### src/rtl/mux_scan_pkg.sv
// rtl/mux_scan_pkg.sv - shared state type and default geometry for the mux scan sequencer
package mux_scan_pkg;

    typedef enum logic [1:0] {
        IDLE = 2'd0,
        SCAN = 2'd1,
        OUT  = 2'd2
    } state_t;

    localparam int DEF_NUM_CH = 6;
    localparam int DEF_DW     = 4;
    localparam int DEF_SEL_W  = 3;

endpackage

### src/rtl/mux_scan_sequencer_if.sv
// rtl/mux_scan_sequencer_if.sv - frame valid/ready channel between sequencer and consumer
interface mux_scan_sequencer_if #(
    parameter int W = 24
);
    logic [W-1:0] frame_data;
    logic         frame_valid;
    logic         frame_ready;

    modport master (output frame_data, output frame_valid, input frame_ready);
    modport slave  (input frame_data, input frame_valid, output frame_ready);
endinterface

### src/rtl/settle_counter.sv
// rtl/settle_counter.sv - per-channel settle wait; done when the loaded count has drained
module settle_counter #(
    parameter int SETTLE = 0
) (
    input  logic clk,
    input  logic reset,
    input  logic load,
    input  logic dec,
    output logic done
);
    localparam logic [3:0] LOAD_VAL = 4'(SETTLE);

    logic [3:0] cnt;

    always_ff @(posedge clk) begin
        if (reset) begin
            cnt <= 4'd0;
        end else if (load) begin
            cnt <= LOAD_VAL;
        end else if (dec && (cnt != 4'd0)) begin
            cnt <= cnt - 4'd1;
        end
    end

    assign done = (cnt == 4'd0);
endmodule

### src/rtl/mux_scan_sequencer.sv
// rtl/mux_scan_sequencer.sv - scans the 6:1 selector channel by channel and emits one packed frame
module mux_scan_sequencer
    import mux_scan_pkg::*;
#(
    parameter int NUM_CH = DEF_NUM_CH,
    parameter int DW     = DEF_DW,
    parameter int SEL_W  = DEF_SEL_W,
    parameter int SETTLE = 0
) (
    input  logic                 clk,
    input  logic                 reset,
    input  logic                 start,
    input  logic                 cont,
    output logic [SEL_W-1:0]     sel,
    input  logic [DW-1:0]        mux_out,
    mux_scan_sequencer_if.master frm,
    output logic                 busy,
    output logic                 start_drop
);
    state_t state;
    logic   settle_load;
    logic   settle_dec;
    logic   settle_done;
    logic   last_ch;

    // sel doubles as the channel index: it is only ever advanced in lockstep with the capture
    assign last_ch = (sel == SEL_W'(NUM_CH - 1));

    always_comb begin
        settle_load = 1'b0;
        settle_dec  = 1'b0;
        case (state)
            IDLE: settle_load = start;
            SCAN: begin
                if (!settle_done) settle_dec  = 1'b1;
                else              settle_load = !last_ch;
            end
            OUT:     settle_load = frm.frame_ready && cont;
            default: settle_load = 1'b0;
        endcase
    end

    settle_counter #(.SETTLE(SETTLE)) u_settle (
        .clk   (clk),
        .reset (reset),
        .load  (settle_load),
        .dec   (settle_dec),
        .done  (settle_done)
    );

    always_ff @(posedge clk) begin
        if (reset) begin
            state           <= IDLE;
            sel             <= '0;
            frm.frame_data  <= '0;
            frm.frame_valid <= 1'b0;
            busy            <= 1'b0;
            start_drop      <= 1'b0;
        end else begin
            start_drop <= start && (state != IDLE);
            case (state)
                IDLE: begin
                    if (start) begin
                        state <= SCAN;
                        sel   <= '0;
                        busy  <= 1'b1;
                    end
                end
                SCAN: begin
                    // selector is combinational, so mux_out already reflects the sel shown this cycle
                    if (settle_done) begin
                        frm.frame_data[int'(sel)*DW +: DW] <= mux_out;
                        if (last_ch) begin
                            state           <= OUT;
                            frm.frame_valid <= 1'b1;
                        end else begin
                            sel <= sel + SEL_W'(1);
                        end
                    end
                end
                OUT: begin
                    if (frm.frame_ready) begin
                        frm.frame_valid <= 1'b0;
                        sel             <= '0;
                        if (cont) begin
                            state <= SCAN;
                        end else begin
                            state <= IDLE;
                            busy  <= 1'b0;
                        end
                    end
                end
                default: begin
                    state <= IDLE;
                    busy  <= 1'b0;
                end
            endcase
        end
    end
endmodule

### src/flat_wrapper.sv
// flat-port wrapper written by rule: the top's interface ports become plain ports
module mux_scan_sequencer_flat import mux_scan_pkg::*;
#(
    parameter int NUM_CH = DEF_NUM_CH,
    parameter int DW     = DEF_DW,
    parameter int SEL_W  = DEF_SEL_W,
    parameter int SETTLE = 0
)
  (clk, reset, start, cont, sel, mux_out, busy, start_drop, frm_frame_data, frm_frame_valid, frm_frame_ready);
  mux_scan_sequencer_if #(.W(24)) frm_i ();
  input  logic clk;
  input  logic reset;
  input  logic start;
  input  logic cont;
  output logic [SEL_W-1:0] sel;
  input  logic [DW-1:0] mux_out;
  output logic busy;
  output logic start_drop;
  output wire logic [$bits(frm_i.frame_data)-1:0] frm_frame_data;
  output wire logic [$bits(frm_i.frame_valid)-1:0] frm_frame_valid;
  input wire logic [$bits(frm_i.frame_ready)-1:0] frm_frame_ready;
  assign frm_frame_data = frm_i.frame_data;
  assign frm_frame_valid = frm_i.frame_valid;
  assign frm_i.frame_ready = frm_frame_ready;
  mux_scan_sequencer #(.NUM_CH(NUM_CH), .DW(DW), .SEL_W(SEL_W), .SETTLE(SETTLE)) u_core (.clk(clk), .reset(reset), .start(start), .cont(cont), .sel(sel), .mux_out(mux_out), .frm(frm_i), .busy(busy), .start_drop(start_drop));
endmodule
### config.mk
export PLATFORM = sky130hd
export DESIGN_NAME = mux_scan_sequencer_flat
export DESIGN_NICKNAME = d
export VERILOG_FILES = /design/src/rtl/mux_scan_pkg.sv /design/src/rtl/mux_scan_sequencer_if.sv /design/src/rtl/settle_counter.sv /design/src/rtl/mux_scan_sequencer.sv /design/src/flat_wrapper.sv
export SDC_FILE = /design/constraint.sdc
export NUM_CORES = 1
export LEC_CHECK = 0
export ABC_CLOCK_PERIOD_IN_PS = 2200
export CORE_MARGIN = 10
export CORE_UTILIZATION = 45
export CTS_BUF_LIST = sky130_fd_sc_hd__clkbuf_8
export CTS_CLUSTER_DIAMETER = 30
export DETAILED_ROUTE_END_ITERATION = 7
export GPL_ROUTABILITY_DRIVEN = 1
export PLACE_DENSITY_LB_ADDON = 0.05
export SYNTH_ARGS = -nofsm -noshare
export SYNTH_HDL_FRONTEND = slang
export SYNTH_SLANG_ARGS = --single-unit
export TNS_END_PERCENT = 30
### constraint.sdc
create_clock -name clk -period 2.2 [get_ports clk]
set_input_delay 0.22 -clock clk [delete_from_list [all_inputs] [get_ports clk]]
set_output_delay 0.22 -clock clk [all_outputs]
set_load 0.02 [all_outputs]
==> results of run 1 <==
## registers in the layout (all words and copies together), names as in the netlist
name	count
u_core.frm.frame_data	24
u_core.sel	3
u_core.busy	1
u_core.state	2
u_core.start_drop	1
u_core.u_settle.cnt	4
u_core.frm.frame_valid	1
## metrics by stage
| stage | util [%] | power (mW) | instance area [sq um] | instances |
|---|---|---|---|---|
| after floorplan | - | 0.780 | 1750 | 194 |
| after detailed placement | 60.0 | 0.850 | 2230 | 282 |
| after global placement | 60.0 | 0.850 | 2230 | 282 |
| after CTS | 62.5 | 1.33 | 2320 | 290 |
| after global routing | 62.6 | 1.38 | 2330 | 290 |
| final | 62.6 | 1.33 | 2330 | 290 |
## layout by cell type (no fill, tap or decap), types with 2 or more instances in the layout
master / n
nor4_2: 2
clkbuf_8: 6
dfxtp_1: 35
nand2_1: 11
clkinv_2: 2
nor3_1: 4
and2_1: 4
o21ai_0: 5
nor2_1: 21
nand4b_1: 2
or3_1: 2
nand2b_1: 16
buf_4: 11
a21oi_1: 12
clkdlybuf4s50_1: 38
a211oi_1: 2
ha_1: 8
nor2b_1: 2
nor3b_1: 5
a21boi_0: 3
inv_1: 6
nand3_1: 11
nor3_2: 2
and3b_1: 2
mux2i_1: 16
## logic make-up after synthesis
| family | after synthesis | synth area share, % |
|---|---|---|
| fa+ha+maj | 8 | 5.72 |
| buf+inv | 15 | 3.86 |
| xor+xnor | 2 | 1.00 |
| flops | 36 | 41.2 |
| compound gates | 26 | 8.73 |
| simple gates | 91 | 30.3 |
| mux | 16 | 9.16 |
## power by group through the flow
| stage | logic, mW | registers, mW | clock network [mW] |
|---|---|---|---|
| after global placement | 0.165 | 0.684 | 0 |
| after detailed placement | 0.165 | 0.685 | 0 |
| after global routing | 0.184 | 0.671 | 0.522 |
| after CTS | 0.167 | 0.670 | 0.495 |
| final | 0.167 | 0.670 | 0.488 |
| after floorplan | 0.0839 | 0.696 | 0 |
## metal layers
layer / vias up / wire length (um)
met4: 0 / 51
met3: 7 / 400
met2: 41 / 2130
met5: - / 0
met1: 744 / 1860
li1: 764 / -
## synthesized netlist by cell type
cell type / n
nand2b_1: 16
and2_1: 4
xor2_1: 1
or3b_1: 1
nor3b_1: 5
inv_1: 6
a211oi_1: 2
nor2b_1: 2
o21ai_0: 5
nor3_1: 4
nor3_2: 2
nor2_1: 21
a21boi_0: 3
buf_2: 3
nand4_1: 1
or3_1: 2
nand2_1: 11
nor4_1: 1
dfxtp_1: 36
xnor2_1: 1
a32oi_1: 1
mux2i_1: 16
nor4_2: 2
ha_1: 8
nor4_4: 1
or4_1: 1
and3b_1: 2
nand3b_1: 1
buf_6: 1
o211ai_1: 1
nand4b_1: 2
a21o_1: 1
a31oi_1: 1
clkbuf_1: 5
a21oi_1: 12
nand3_1: 11
or4b_1: 1
## cell type report
| cell class | count | area (sq um) |
|---|---|---|
| Clock inverter | 2 | 10.0 |
| Inverter | 6 | 22.5 |
| Sequential cell | 36 | 722 |
| Tap cell | 48 | 60.1 |
| Multi-Input combinational cell | 143 | 967 |
| Clock buffer | 6 | 82.6 |
| Timing Repair Buffer | 49 | 463 |
| Fill cell | 350 | 1390 |
## worst max-delay path: stages (launching register included)
cell,delay (ns)
dfxtp_1,0.33
inv_1,0.07
ha_1,0.21
or3b_4,0.45
nor3_2,0.15
or4b_1,0.58
mux2i_1,0.17
## worst paths after layout
check                                                           start                                      to  slack (ns)  cells past startpoint
worst min-delay path            u_core.frm.frame_data[9]$_SDFFE_PP0P_   u_core.frm.frame_data[9]$_SDFFE_PP0P_        0.47                      2
worst max register to register    u_core.u_settle.cnt[0]$_SDFFE_PP0P_  u_core.frm.frame_data[18]$_SDFFE_PP0P_        0.12                      6
worst min register to register  u_core.frm.frame_data[9]$_SDFFE_PP0P_   u_core.frm.frame_data[9]$_SDFFE_PP0P_        0.47                      2
worst max-delay path              u_core.u_settle.cnt[0]$_SDFFE_PP0P_  u_core.frm.frame_data[18]$_SDFFE_PP0P_        0.12                      6
==> results.md, run 1 <==
- Synth top area cells: dfxtp_1 (41%), mux2i_1 (9.2%), ha_1 (5.7%)
- Worst-skew pair later-pin latency: 0.30 ns
- CTS tree: done
- Post-route minimum period: 2.08 ns
- Hold Fails Final Rpt: 0
- Top cell type's share of synthesized area: 41.2%
- Clk pwr share: 36.8%
- Crit start category: register
- Vias: 1556
- I/O Pins: 39
- Final RePlAce weighted congestion: 0.775
- Net Sw Frac: 25.6%
- Post-route antenna net violation count: 0
- Site Rows: 22
- Synthesized area: 0.00175 sq mm
- Total GRT Usage: 13.9%
- Worst EP required: 2.37 ns
- Detailed placer's ending HPWL: 3320 um
- Clock Sinks: 36
- Switching power of the nets: 0.339 mW
- Syn Inst Count: 194
- M1 GR Usage: 15.7%
- N_diodes: 0
- RSZ-0062 raised after global routing: false
- Post-synthesis sequential area ratio: 41.2%
- Tcrit/Tclk final: 94.6%
- Cts repair resizes: 0
- Layout area overhead: 33.0%
- Clock Tree Root: clkbuf_8
- Clock Skew: 0.00810 ns
- Post-CTS Hold Buffers: 0
- # Post-CTS Setup Buffers: 0
- Top Usage Layer GRT: met2
- Die Wd: 82.3 um
- Number of buffers created by CTS: 5
- Flop pwr share: 50.6%
- Initial antenna violation count: 0
- Number of global-route vias before repair: 1591
- Layout net count: 258
- Worst vdd ir: 0.403 mV
- Initial DRC count: 98
- Critical path peak fanout: 6
- First-pass GRT wire length: 7340 um
- Port Buffers: 38
- Drt via density: 5.37
- Placement Setup Slack: 0.101 ns
- Yosys cell types: 37
- Number of synthesized register bits: 36
- Final setup vio count: 0
- Combinational group share of total power: 12.6%
- Hold Path Class: reg2reg
- CP endpoint kind: register
- Mapped Nets: 211
- Worst hold slack: 0.465 ns
- M3 GR Usage: 6.26%
- Drt drc: 0
- P_int: 0.986 mW
- Max_slew headroom: 57.7%
- Slew Viols, Final: 0
- Yosys warnings: 0
- Largest net degree at the start of global routing: 19
- DIE HEIGHT: 82.3 um
- Crit Path Class: reg2reg
- Htree depth: 2
- Full die area: 0.00678 sq mm
- Peak Freq: 480 MHz
- CP Data Arrival Time: 2.26 ns
- First-pass DRT Iterations: 4
- Status: complete, no violations
- Routed WL per cell: 15.3 um
- Setup TNS: 0 ns
- Area leader, netlist: dfxtp_1
- Clock transition at the registers of the reported paths: 0.08 ns
- Starting density of the core: 47.1%
- GRT overflow: 0
- Clock Tree Buf Depth: 2
- Final worst slack: 0.118 ns
- Power per Cell Area: 569 mW/mm^2
- MaxCap Viol Count: 0
- Synth Area per Inst: 9.02 sq um
- Lkg Pwr: 0.882 nW
- Core area: 0.00372 sq mm
- Share of cells above drive strength 1: 11.2%
- Pin slew with the least headroom to its limit: 0.631 ns
- Total wire length: 4450 um
- Grt met2 use: 23.1%
Power figures use the tool's default switching activity.
==> inputs of run 2 (changes only) <==
--- a/config.mk
+++ b/config.mk
@@ -13,6 +13,7 @@
 export DETAILED_ROUTE_END_ITERATION = 7
 export GPL_ROUTABILITY_DRIVEN = 1
 export PLACE_DENSITY_LB_ADDON = 0.05
+export SLEW_MARGIN = 25
 export SYNTH_ARGS = -nofsm -noshare
 export SYNTH_HDL_FRONTEND = slang
 export SYNTH_SLANG_ARGS = --single-unit
==> results of run 2 <==
Same layout as run 1: the final DEF is identical, and so are final timing and power.
